File: config.mk
export PLATFORM = sky130hd
export DESIGN_NAME = stage_three_flat
export DESIGN_NICKNAME = d
export VERILOG_FILES = /design/src/rtl/stage_three_if.sv /design/src/rtl/stage_three.sv /design/src/flat_wrapper.sv
export SDC_FILE = /design/constraint.sdc
export NUM_CORES = 2
export LEC_CHECK = 0
export ABC_AREA = 1
export CELL_PAD_IN_SITES_DETAIL_PLACEMENT = 0
export CELL_PAD_IN_SITES_GLOBAL_PLACEMENT = 1
export CORE_MARGIN = 10
export CORE_UTILIZATION = 30
export CTS_CLUSTER_DIAMETER = 150
export DETAILED_ROUTE_END_ITERATION = 8
export PLACE_DENSITY_LB_ADDON = 0.1
export RECOVER_POWER = 50
export SLEW_MARGIN = 20
export SYNTH_ARGS = -nofsm -noshare
export SYNTH_HDL_FRONTEND = slang
export SYNTH_SLANG_ARGS = --single-unit
File: constraint.sdc
create_clock -name clk -period 45.2 [get_ports clk]
set_input_delay 13.56 -clock clk [delete_from_list [all_inputs] [get_ports clk]]
set_output_delay 13.56 -clock clk [all_outputs]
set_load 0.005 [all_outputs]
File: src/rtl/stage_three_if.sv
// Operand-stage bus: decode-side S1 fields, write-back port, and the registered S2 fields toward the ALU.
interface stage_three_if;
  logic [4:0]  S1_RD1;
  logic [4:0]  S1_RD2;
  logic [15:0] S1_IMM;
  logic        S1_DataSource;
  logic [2:0]  S1_ALUOP;
  logic [4:0]  S1_WS;
  logic        S1_WE;
  logic [4:0]  WB_WA;
  logic [31:0] WB_WD;
  logic        WB_WE;
  logic [31:0] S2_OpA;
  logic [31:0] S2_OpB;
  logic [2:0]  S2_ALUOP;
  logic [4:0]  S2_WS;
  logic        S2_WE;

  // No valid/ready: the stage captures S1_* on every rising edge and presents
  // the result on S2_* one cycle later; WB_* is sampled on the same edge.
  modport master (
    output S1_RD1, S1_RD2, S1_IMM, S1_DataSource, S1_ALUOP, S1_WS, S1_WE,
    output WB_WA, WB_WD, WB_WE,
    input  S2_OpA, S2_OpB, S2_ALUOP, S2_WS, S2_WE
  );

  modport slave (
    input  S1_RD1, S1_RD2, S1_IMM, S1_DataSource, S1_ALUOP, S1_WS, S1_WE,
    input  WB_WA, WB_WD, WB_WE,
    output S2_OpA, S2_OpB, S2_ALUOP, S2_WS, S2_WE
  );
endinterface

File: src/rtl/stage_three.sv
// Register-read/operand stage: 32x32 register file, immediate sign-extension, operand B select.
// Optional macro STAGE_THREE_BYPASS_EN forwards same-cycle write-back data to the read ports.
module stage_three (
    input logic         clk,
    input logic         reset,
    stage_three_if.slave bus
);

    logic [31:0] regs_q [32];
    logic [31:0] rd_a, rd_b, imm_sext;
    logic [31:0] opa_d, opa_q, opb_d, opb_q;
    logic [2:0]  aluop_q;
    logic [4:0]  ws_q;
    logic        we_q;
    logic        wb_write;

    assign wb_write = bus.WB_WE && (bus.WB_WA != 5'd0);
    assign imm_sext = {{16{bus.S1_IMM[15]}}, bus.S1_IMM};

    // Entry 0 is never written, so it stays at its reset value of zero.
    always_ff @(posedge clk or posedge reset) begin
        if (reset) begin
            for (int i = 0; i < 32; i++) regs_q[i] <= '0;
        end else if (wb_write) begin
            regs_q[bus.WB_WA] <= bus.WB_WD;
        end
    end

    always_comb begin
        rd_a = (bus.S1_RD1 == 5'd0) ? 32'd0 : regs_q[bus.S1_RD1];
        rd_b = (bus.S1_RD2 == 5'd0) ? 32'd0 : regs_q[bus.S1_RD2];
`ifdef STAGE_THREE_BYPASS_EN
        // wb_write already excludes address 0, so r0 is never forwarded.
        if (wb_write && (bus.WB_WA == bus.S1_RD1)) rd_a = bus.WB_WD;
        if (wb_write && (bus.WB_WA == bus.S1_RD2)) rd_b = bus.WB_WD;
`endif
        opa_d = rd_a;
        opb_d = bus.S1_DataSource ? imm_sext : rd_b;
    end

    always_ff @(posedge clk or posedge reset) begin
        if (reset) begin
            opa_q   <= '0;
            opb_q   <= '0;
            aluop_q <= '0;
            ws_q    <= '0;
            we_q    <= 1'b0;
        end else begin
            opa_q   <= opa_d;
            opb_q   <= opb_d;
            aluop_q <= bus.S1_ALUOP;
            ws_q    <= bus.S1_WS;
            we_q    <= bus.S1_WE;
        end
    end

    assign bus.S2_OpA   = opa_q;
    assign bus.S2_OpB   = opb_q;
    assign bus.S2_ALUOP = aluop_q;
    assign bus.S2_WS    = ws_q;
    assign bus.S2_WE    = we_q;

endmodule

File: src/flat_wrapper.sv
// flat-port wrapper written by rule: the top's interface ports become plain ports
module stage_three_flat 
  (clk, reset, bus_S1_RD1, bus_S1_RD2, bus_S1_IMM, bus_S1_DataSource, bus_S1_ALUOP, bus_S1_WS, bus_S1_WE, bus_WB_WA, bus_WB_WD, bus_WB_WE, bus_S2_OpA, bus_S2_OpB, bus_S2_ALUOP, bus_S2_WS, bus_S2_WE);
  stage_three_if bus_i ();
  input logic clk;
  input logic reset;
  input wire logic [$bits(bus_i.S1_RD1)-1:0] bus_S1_RD1;
  input wire logic [$bits(bus_i.S1_RD2)-1:0] bus_S1_RD2;
  input wire logic [$bits(bus_i.S1_IMM)-1:0] bus_S1_IMM;
  input wire logic [$bits(bus_i.S1_DataSource)-1:0] bus_S1_DataSource;
  input wire logic [$bits(bus_i.S1_ALUOP)-1:0] bus_S1_ALUOP;
  input wire logic [$bits(bus_i.S1_WS)-1:0] bus_S1_WS;
  input wire logic [$bits(bus_i.S1_WE)-1:0] bus_S1_WE;
  input wire logic [$bits(bus_i.WB_WA)-1:0] bus_WB_WA;
  input wire logic [$bits(bus_i.WB_WD)-1:0] bus_WB_WD;
  input wire logic [$bits(bus_i.WB_WE)-1:0] bus_WB_WE;
  output wire logic [$bits(bus_i.S2_OpA)-1:0] bus_S2_OpA;
  output wire logic [$bits(bus_i.S2_OpB)-1:0] bus_S2_OpB;
  output wire logic [$bits(bus_i.S2_ALUOP)-1:0] bus_S2_ALUOP;
  output wire logic [$bits(bus_i.S2_WS)-1:0] bus_S2_WS;
  output wire logic [$bits(bus_i.S2_WE)-1:0] bus_S2_WE;
  assign bus_i.S1_RD1 = bus_S1_RD1;
  assign bus_i.S1_RD2 = bus_S1_RD2;
  assign bus_i.S1_IMM = bus_S1_IMM;
  assign bus_i.S1_DataSource = bus_S1_DataSource;
  assign bus_i.S1_ALUOP = bus_S1_ALUOP;
  assign bus_i.S1_WS = bus_S1_WS;
  assign bus_i.S1_WE = bus_S1_WE;
  assign bus_i.WB_WA = bus_WB_WA;
  assign bus_i.WB_WD = bus_WB_WD;
  assign bus_i.WB_WE = bus_WB_WE;
  assign bus_S2_OpA = bus_i.S2_OpA;
  assign bus_S2_OpB = bus_i.S2_OpB;
  assign bus_S2_ALUOP = bus_i.S2_ALUOP;
  assign bus_S2_WS = bus_i.S2_WS;
  assign bus_S2_WE = bus_i.S2_WE;
  stage_three u_core (.clk(clk), .reset(reset), .bus(bus_i));
endmodule
==> out/qor.yml <==
status:
  failed_checks: "max-capacitance violations, max-slew violations"
  status: "finished, violations left"
grt:
  grt_max_degree: 154
  gr-total-overflow: 0
  grt_pass1_vias: 55500
  grt_util_all_layers: 0.262
  antenna_found_initial: 6
  grt_pass1_wl_um: 412000
yosys:
  async_flop_share: 1.00
  ys_types: 18
  synth_most_common_cell: "nand2_1"
  yosysTopAreaCellShare: 0.472
  synth-main-ff-cell: "dfrtp_1"
  netlist_area_mm2: 0.0582
  synth_cells: 8369
  syn_avg_cell_area_um2: 6.95
  yosys-top-cells-area: "dfrtp_1, nand2_1, nand3_1"
  synth-seq-cells: 1097
  synth_common_cells: "nand2_1, nand3_1, dfrtp_1, o21ai_0, clkbuf_1"
  synth.largest_area_cell: "dfrtp_1"
  yosysSeqAreaShare: 0.472
  ys_warn_count: 0
  synth.net_count: 8445
  synth-edff-count: 0
clock_network:
  postCtsResizedCells: 0
  clock_latency_ns: 0.81
  h-tree-depth: 4
  cts_tree: "built"
  clockRootBuffer: "clkbuf_16"
  clockBufferDepth: 3
  clk_pin_slew_ns: 0.06
  cts_sinks: 1097
  cts.hold.buffers_added: 0
  postCtsSetupBuffers: 0
  cts-buffers-inserted: 142
route:
  vias_per_cell: 5.35
  vias: 57100
  ant_nets: 0
  routed_wl_um: 284000
  drt_iter0_drc: 6241
  firstDrtPassIters: 8
  wl_per_cell_um: 26.6
  drc: 0
power_and_ir_drop:
  power_density_mw_per_mm2: 45.9
  ir_drop_mv: 0.0454
  p_leak_nw: 30.4
sta:
  rsz0062_at_grt: "no"
  timing.slew.headroom: -2.71
  tightest_slew_ns: 5.54
  hold_viol: 0
  tns_ns: 0
  setup_viol: 0
  finalCriticalPeriod_ns: 22.54
  drv_slew: 1547
  skew_ns: 0.0279
  fmax_mhz: 44.4
  hold_slack_ns: 0.401
  period_share: 0.499
floorplanning:
  start_util: 0.302
  dieArea_mm2: 0.212
  core-area_mm2: 0.193
  io_pins: 149
  rows: 161
  die_w_um: 460
  fp.dieH_um: 460
run:
  maxCapViolCount: 36
hold_path:
  worst_hold_path_type: "reg -> reg"
placement:
  dp_hpwl_um: 148000
  gp_congestion: 0.783
  portBuffers: 148
worst_setup_path:
  cp-end-kind: "asynchronous set/reset pin"
  crit_required_ns: 45.99
  worstPathArrival_ns: 23.33
  critPathMaxFanout: 108
  critPathLaunchType: "input pin"
  path_class: "in -> async"
layout:
  n_fill_cell: 20700
  synthToLayoutAreaGrowth_pct: 12.6
  layout-drive-gt1-share: 0.0418
  nets: 8100
[power breakdown]
part	internal [mW]	leakage, nW	switching (mW)
Clock	0.693	2.32	0.469
Sequential	1.16	14.0	0.147
Combinational	0.191	14.1	0.345
[per-layer routing]
| metal | vias to the layer above | GRT usage | share of wire |
|---|---|---|---|
| li1 | 26500 | - | - |
| met5 | - | 0 | 0 |
| met4 | 0 | 0.0838 | 0.035 |
| met3 | 452 | 0.0286 | 0.052 |
| met1 | 28300 | 0.361 | 0.45 |
| met2 | 1867 | 0.430 | 0.46 |
[kinds of logic after synthesis]
kind of cell,after synthesis,synth area share
AOI/OAI and AO/OA,1327,0.115
buffers and inverters,806,0.0536
and+or+nand+nor,5139,0.360
DFF,1097,0.472
[state kept, by name (all words and copies together) (netlist names)]
register and count:
u_core.regs_q 1024, u_core.bus.S2_OpA 32, u_core.bus.S2_WS 5, u_core.bus.S2_WE 1, u_core.bus.S2_OpB 32, u_core.bus.S2_ALUOP 3
[metrics by stage]
step | cells | instance area, µm² | setup WS (ns) | utilization | power, mW
floorplan | 8369 | 58200 | 0.754 | - | 1.66
global placement | 10400 | 61100 | 27.19 | 0.317 | 1.86
detailed placement | 10400 | 61100 | 27.14 | 0.317 | 1.86
CTS | 10700 | 65800 | 28.02 | 0.341 | 3.04
global route | 10700 | 65500 | 21.15 | 0.340 | 3.18
finish | 10700 | 65500 | 22.66 | 0.340 | 3.01
[worst paths after layout]
path,startpoint,endpoint,slack (ns),cells after the start
worst max register to register,u_core.regs_q[749]$_DFFE_PP0P_,u_core.bus.S2_OpB[13]$_DFF_PP0_,43.47,10
worst min register to register,u_core.regs_q[997]$_DFFE_PP0P_,u_core.regs_q[997]$_DFFE_PP0P_,0.40,0
worst max-delay path,reset,u_core.regs_q[896]$_DFFE_PP0P_,22.66,6
min in group asynchronous,reset,u_core.regs_q[818]$_DFFE_PP0P_,14.93,2
worst min-delay path,u_core.regs_q[997]$_DFFE_PP0P_,u_core.regs_q[997]$_DFFE_PP0P_,0.40,0
max in group clk,bus_WB_WA[4],u_core.regs_q[962]$_DFFE_PP0P_,26.87,7
[area by class of cell]
| type | instances | area (µm²) | share of cell area |
|---|---|---|---|
| inverters | 54 | 249 | 0.00380 |
| clock inverters | 34 | 347 | 0.00529 |
| diodes | 4 | 10.0 | 0.000153 |
| well taps | 2526 | 3160 | 0.0482 |
| clock buffers | 216 | 4340 | 0.0663 |
| flip-flops and latches | 1097 | 27500 | 0.419 |
| repair buffers | 263 | 2300 | 0.0351 |
| multi-input cells | 6466 | 27700 | 0.422 |
[critical path, stage by stage]
cell and delay (ns):
dlygate4sd3_1 0.54, clkinvlp_2 3.04, clkbuf_1 1.88, clkbuf_1 2.28, buf_4 0.93, buf_4 0.86
[layout by cell type (no fill, tap or decap), types with 5 or more instances in the layout]
master,synthesis,routed
nor3_1,8,8
clkinv_2,0,20
inv_1,43,34
bufinv_16,0,6
o22ai_1,29,29
clkbuf_8,0,34
nand3b_1,31,31
nand3_1,1178,1177
clkbuf_1,628,59
nor2_1,403,407
clkdlybuf4s50_1,0,51
a21oi_1,320,320
inv_8,0,5
o21ai_1,28,9
dlygate4sd3_1,0,87
nand2_1,3512,3504
buf_4,0,87
dfrtp_1,1097,1097
nand2_4,0,8
clkbuf_16,0,151
inv_6,0,5
clkinv_1,0,7
o21ai_0,949,968
Power figures use the tool's default switching activity.
